[src/rtl/instr_fetch_unit.sv]
// Fetch stage: owns the fetch PC, issues word reads to instruction memory and
// buffers {pc, instr} pairs in a small FIFO for decode; redirect flushes and restarts.
module instr_fetch_unit #(
  parameter logic [31:0] RESET_PC   = 32'h0000_0000,
  parameter int          FIFO_DEPTH = 2
) (
  input  logic        clk,
  input  logic        rst_n,
  output logic        imem_req,
  output logic [31:0] imem_addr,
  input  logic        imem_gnt,
  input  logic        imem_rvalid,
  input  logic [31:0] imem_rdata,
  input  logic        redirect_valid,
  input  logic [31:0] redirect_pc,
  output logic        out_valid,
  input  logic        out_ready,
  output logic [31:0] out_pc,
  output logic [31:0] out_instr,
  output logic [31:0] fetch_pc
);
  localparam int AW = $clog2(FIFO_DEPTH);
  localparam logic [AW:0] DEPTH_C = (AW+1)'(FIFO_DEPTH);

  localparam logic [1:0] S_IDLE  = 2'd0;
  localparam logic [1:0] S_REQ   = 2'd1;
  localparam logic [1:0] S_WAIT  = 2'd2;
  localparam logic [1:0] S_DRAIN = 2'd3;

  logic [1:0]    r_state;
  logic [1:0]    w_state_nxt;
  logic [31:0]   r_fetch_pc;
  logic [AW:0]   r_count;
  logic [AW:0]   w_count_nxt;
  logic [AW-1:0] r_rd_ptr;
  logic [AW-1:0] r_wr_ptr;
  logic [31:0]   r_pc_mem  [FIFO_DEPTH];
  logic [31:0]   r_ins_mem [FIFO_DEPTH];
  logic          w_push;
  logic          w_pop;
  logic          w_unused_lsb;

  assign w_unused_lsb = ^redirect_pc[1:0];

  assign imem_req  = (r_state == S_REQ);
  assign imem_addr = r_fetch_pc;
  assign fetch_pc  = r_fetch_pc;
  assign out_valid = (r_count != '0);
  assign out_pc    = r_pc_mem[r_rd_ptr];
  assign out_instr = r_ins_mem[r_rd_ptr];

  // A response landing in the redirect cycle belongs to the old stream and is dropped.
  assign w_push = (r_state == S_WAIT) && imem_rvalid && !redirect_valid;
  assign w_pop  = out_valid && out_ready;

  assign w_count_nxt = redirect_valid ? '0
                     : r_count + (AW+1)'(w_push) - (AW+1)'(w_pop);

  always_comb begin
    w_state_nxt = r_state;
    case (r_state)
      S_IDLE:  if (r_count < DEPTH_C) w_state_nxt = S_REQ;
      S_REQ:   if (imem_gnt) w_state_nxt = S_WAIT;
      S_WAIT:  if (imem_rvalid) w_state_nxt = (w_count_nxt < DEPTH_C) ? S_REQ : S_IDLE;
      S_DRAIN: if (imem_rvalid) w_state_nxt = S_REQ;
      default: w_state_nxt = S_IDLE;
    endcase
    // In DRAIN the orphan is still owed, so a redirect only moves fetch_pc there.
    if (redirect_valid && r_state != S_DRAIN) begin
      case (r_state)
        S_REQ:   w_state_nxt = imem_gnt ? S_DRAIN : S_REQ;
        S_WAIT:  w_state_nxt = imem_rvalid ? S_REQ : S_DRAIN;
        default: w_state_nxt = S_REQ;
      endcase
    end
  end

  always_ff @(posedge clk or negedge rst_n) begin
    if (!rst_n) begin
      r_state    <= S_IDLE;
      r_fetch_pc <= RESET_PC;
      r_count    <= '0;
      r_rd_ptr   <= '0;
      r_wr_ptr   <= '0;
      for (int i = 0; i < FIFO_DEPTH; i++) begin
        r_pc_mem[i]  <= '0;
        r_ins_mem[i] <= '0;
      end
    end else begin
      r_state <= w_state_nxt;
      r_count <= w_count_nxt;
      if (redirect_valid)
        r_fetch_pc <= {redirect_pc[31:2], 2'b00};
      else if (w_push)
        r_fetch_pc <= r_fetch_pc + 32'd4;
      if (w_push) begin
        r_pc_mem[r_wr_ptr]  <= r_fetch_pc;
        r_ins_mem[r_wr_ptr] <= imem_rdata;
        r_wr_ptr            <= r_wr_ptr + 1'b1;
      end
      if (redirect_valid)
        r_rd_ptr <= r_wr_ptr;
      else if (w_pop)
        r_rd_ptr <= r_rd_ptr + 1'b1;
    end
  end
endmodule

[config.mk]
export PLATFORM = sky130hd
export DESIGN_NAME = instr_fetch_unit
export DESIGN_NICKNAME = d
export VERILOG_FILES = /design/src/rtl/instr_fetch_unit.sv
export SDC_FILE = /design/constraint.sdc
export NUM_CORES = 1
export LEC_CHECK = 0
export CORE_ASPECT_RATIO = 0.75
export CORE_UTILIZATION = 50
export DETAILED_ROUTE_END_ITERATION = 6
export PLACE_DENSITY = 0.82
export SLEW_MARGIN = 20
export SYNTH_ARGS = -nofsm -noshare
export SYNTH_HDL_FRONTEND = slang
export SYNTH_SLANG_ARGS = --single-unit
[constraint.sdc]
create_clock -name clk -period 3.5 [get_ports clk]
set_input_delay 1.05 -clock clk [delete_from_list [all_inputs] [get_ports clk]]
set_output_delay 1.05 -clock clk [all_outputs]
set_load 0.01 [all_outputs]
==> reports/results.tsv <==
stage	metric	value	unit
outcome	status	completed	
yosys	top cells by area, synth	dfrtp_1 (52%), mux2_2 (27%), buf_4 (3.5%), nand2_1 (1.6%), or4_1 (1.6%)	
yosys	synth warn	0	
cts	clk buf depth	2	
cts	post-CTS setup buffer count	0	
yosys	EDFF count, synth	0	
routing	DR vias/cell	5.592	
routing	First-pass DRT Iterations	5	
cts	Clock Sinks	160	
cells_and_area	Area growth syn-to-layout	32.45	%
setup_path	critical path required time	2.45	ns
yosys	post-synthesis sequential area ratio	51.79	%
sta	unrepaired setup endpoints after global routing	false	
yosys	Post-Synthesis Cells	622	
global_routing	initial antenna violation count	1	
sta	FMAX	306.5	MHz
setup_path	crit path buf inv count	2	
place	dpl hpwl	12940	um
yosys	Post-Syn Area	0.007731	mm2
yosys	ys flop type	dfrtp_1	
routing	DRC	0	
routing	Antenna Nets Post-Route	0	
sta	Max Slew Vio Count	0	
pwr	peak supply drop	0.4807	mV
global_routing	GRT Total Usage	24.57	%
yosys	synth cell count leaders	mux2_2 (183), dfrtp_1 (160), buf_4 (36)	
sta	fin crit share	93.21	%
global_routing	vias in the first global route	5832	
die	core area	0.01479	mm2
cts	hold-fix buffers at CTS	0	
routing	Vias	5530	
die	DIE AREA	0.01597	mm2
yosys	top-count cell post-synth	mux2_2	
cells_and_area	layout cell share with drive strength beyond 1	29.15	%
setup_path	CP max stage cell	dfrtp_2	
place	GPL Wtd Cong	0.8176	
sta	worst slew pin tran	0.9758	ns
sta	Fin. Hold Viols	0	
cts	Clock Latency Late Sink	0.42	ns
sta	fin crit period	3.262	ns
place	placed inst area	0.009656	mm2
cts	cts repair resizes	0	
cts	Clock transition at path regs	0.06	ns
sta	slew margin rel.	34.94	%
setup_path	Startpoint Class	flop	
cells_and_area	n_diodes	0	
sta	worst hold margin	0.4970	ns
setup_path	Worst EP arrival	2.21	ns
place	Buffers on Ports	191	
sta	setup tns final	0	ns
global_routing	Remaining Overflow, GRT	0	
yosys	Mean Syn Cell Area	12.43	um2
cts	root buf cell	clkbuf_16	
setup_path	Crit path max-delay family	buffers and inverters	
setup_path	max incr delay on CP	0.60	ns
yosys	post-synth top area cell	dfrtp_1	
die	Initial Util	52.28	%
routing	DRT Wirelength	18570	um
setup_path	CP Cell Sequence	buf_12 -> mux2_2 -> clkdlybuf4s50_1	
cells_and_area	final net count	854	
cells_and_area	post-layout instance area	0.01024	mm2
routing	Initial DRC Count	343	
run	MaxCap Viol Count	0	
global_routing	first-pass GRT wire length	30350	um
die	FP Rows	38	
die	# IOs	200	
die	Die W	145.6	um
cts	CTS tree	built	
setup_path	critical path type	reg2out	
worst_hold_path	Worst Hold Class	reg2reg	
cts	clock buffer count from CTS	17	
setup_path	Max FO, Critical Path	38	
cts	H-tree depth	4	
pwr	leakage	4.404	nW
yosys	Seq cells post-synth	160	
global_routing	largest net degree at the start of global routing	107	
setup_path	Critical Path End Type	primary output	
sta	Setup Viol. Count Final	0	
routing	post-detailed-route wirelength per cell	18.78	um
yosys	asr flop ratio synth	100.0	%
pwr	PwrDens	781.5	mW/mm2
yosys	synth unique cells	35	
sta	final clock skew	0.007280	ns
die	Die H	109.7	um
yosys	Synth top area share	51.79	%
[power by group]
group	total (mW)	internal, mW	switching, mW	leakage [nW]
combinational	3.18	2.00	1.18	2.11
clock	1.82	1.10	0.721	0.278
sequential	3.00	2.54	0.458	2.02
[worst paths after layout]
check | startpoint | end | slack (ns) | cells after the start
worst max register to register | r_state[0] | r_state[0] | 1.05 | 11
min in group asynchronous | rst_n | r_pc_mem[4] | 0.73 | 1
worst max-delay path | r_rd_ptr | out_pc[27] | 0.24 | 3
worst min register to register | r_pc_mem[17] | r_pc_mem[17] | 0.50 | 2
max in group asynchronous | rst_n | r_ins_mem[22] | 1.97 | 2
worst min-delay path | r_pc_mem[17] | r_pc_mem[17] | 0.50 | 2
[metal layers]
layer | wire [um] | vias up | GRT usage, %
li1 | - | 2514 | -
met1 | 7890 | 2791 | 30.57
met2 | 9083 | 207 | 41.93
met3 | 1396 | 18 | 7.427
met4 | 200 | 0 | 6.992
met5 | 0 | - | 0
[registers in the layout, summed over array words and instances, names as in the netlist]
name,flops
fetch_pc,30
r_count,2
r_ins_mem,64
r_pc_mem,60
r_rd_ptr,1
r_state,2
r_wr_ptr,1
[layout make-up]
cell class,instances,area [um2]
clock buffer,22,474.2
clock inverter,10,110.1
fill,1055,4547
inverter,9,33.78
multi-input combinational,386,3321
sequential,160,4005
tap,200,250.2
timing repair buffer,202,2046
[worst min-delay path, stage by stage (launching register included)]
cell and delay (ns):
dfrtp_1 0.35, nand2_1 0.05, o21ai_0 0.07
[layout by cell type (no fill, tap or decap), drive strengths merged, types with 5 or more instances in the layout]
cell           instances
buf                   12
dfrtp                160
a31oi                 13
or4                   16
nor2                  18
xnor2                 10
and4                   6
mux2                 183
nand2                 33
o31ai                 11
nand3                 20
o211ai                 5
o21ai                 19
ha                     8
clkdlybuf4s50        190
conb                   6
clkbuf                22
inv                    9
nand4                 10
[through the flow]
step	worst slack (ns)	std cells	util (%)	total power, mW
finish	0.2376	989	69.25	8.002
global route	0.1628	989	69.25	8.434
CTS	0.2156	989	69.25	8.073
detailed placement	0.2367	957	65.30	6.209
global placement	0.3423	957	65.30	6.044
floorplan	0.9220	627	-	4.656
[logic make-up (layout without fill, tap and decap cells)]
group                    after synthesis  count (layout)  share of synthesized area (%)
AO/OA/AOI/OAI                         53              53                          4.305
multiplexers                         185             185                          26.91
buffers and inverters                 81             243                          5.761
flip-flops                           160             160                          51.79
adder cells (fa/ha/maj)                8               8                          1.295
XOR/XNOR                              14              14                          1.764
other                                  1               6                        0.04850
AND/OR/NAND/NOR                      120             120                          8.125
Note: power is estimated with default switching activity, not from simulation.
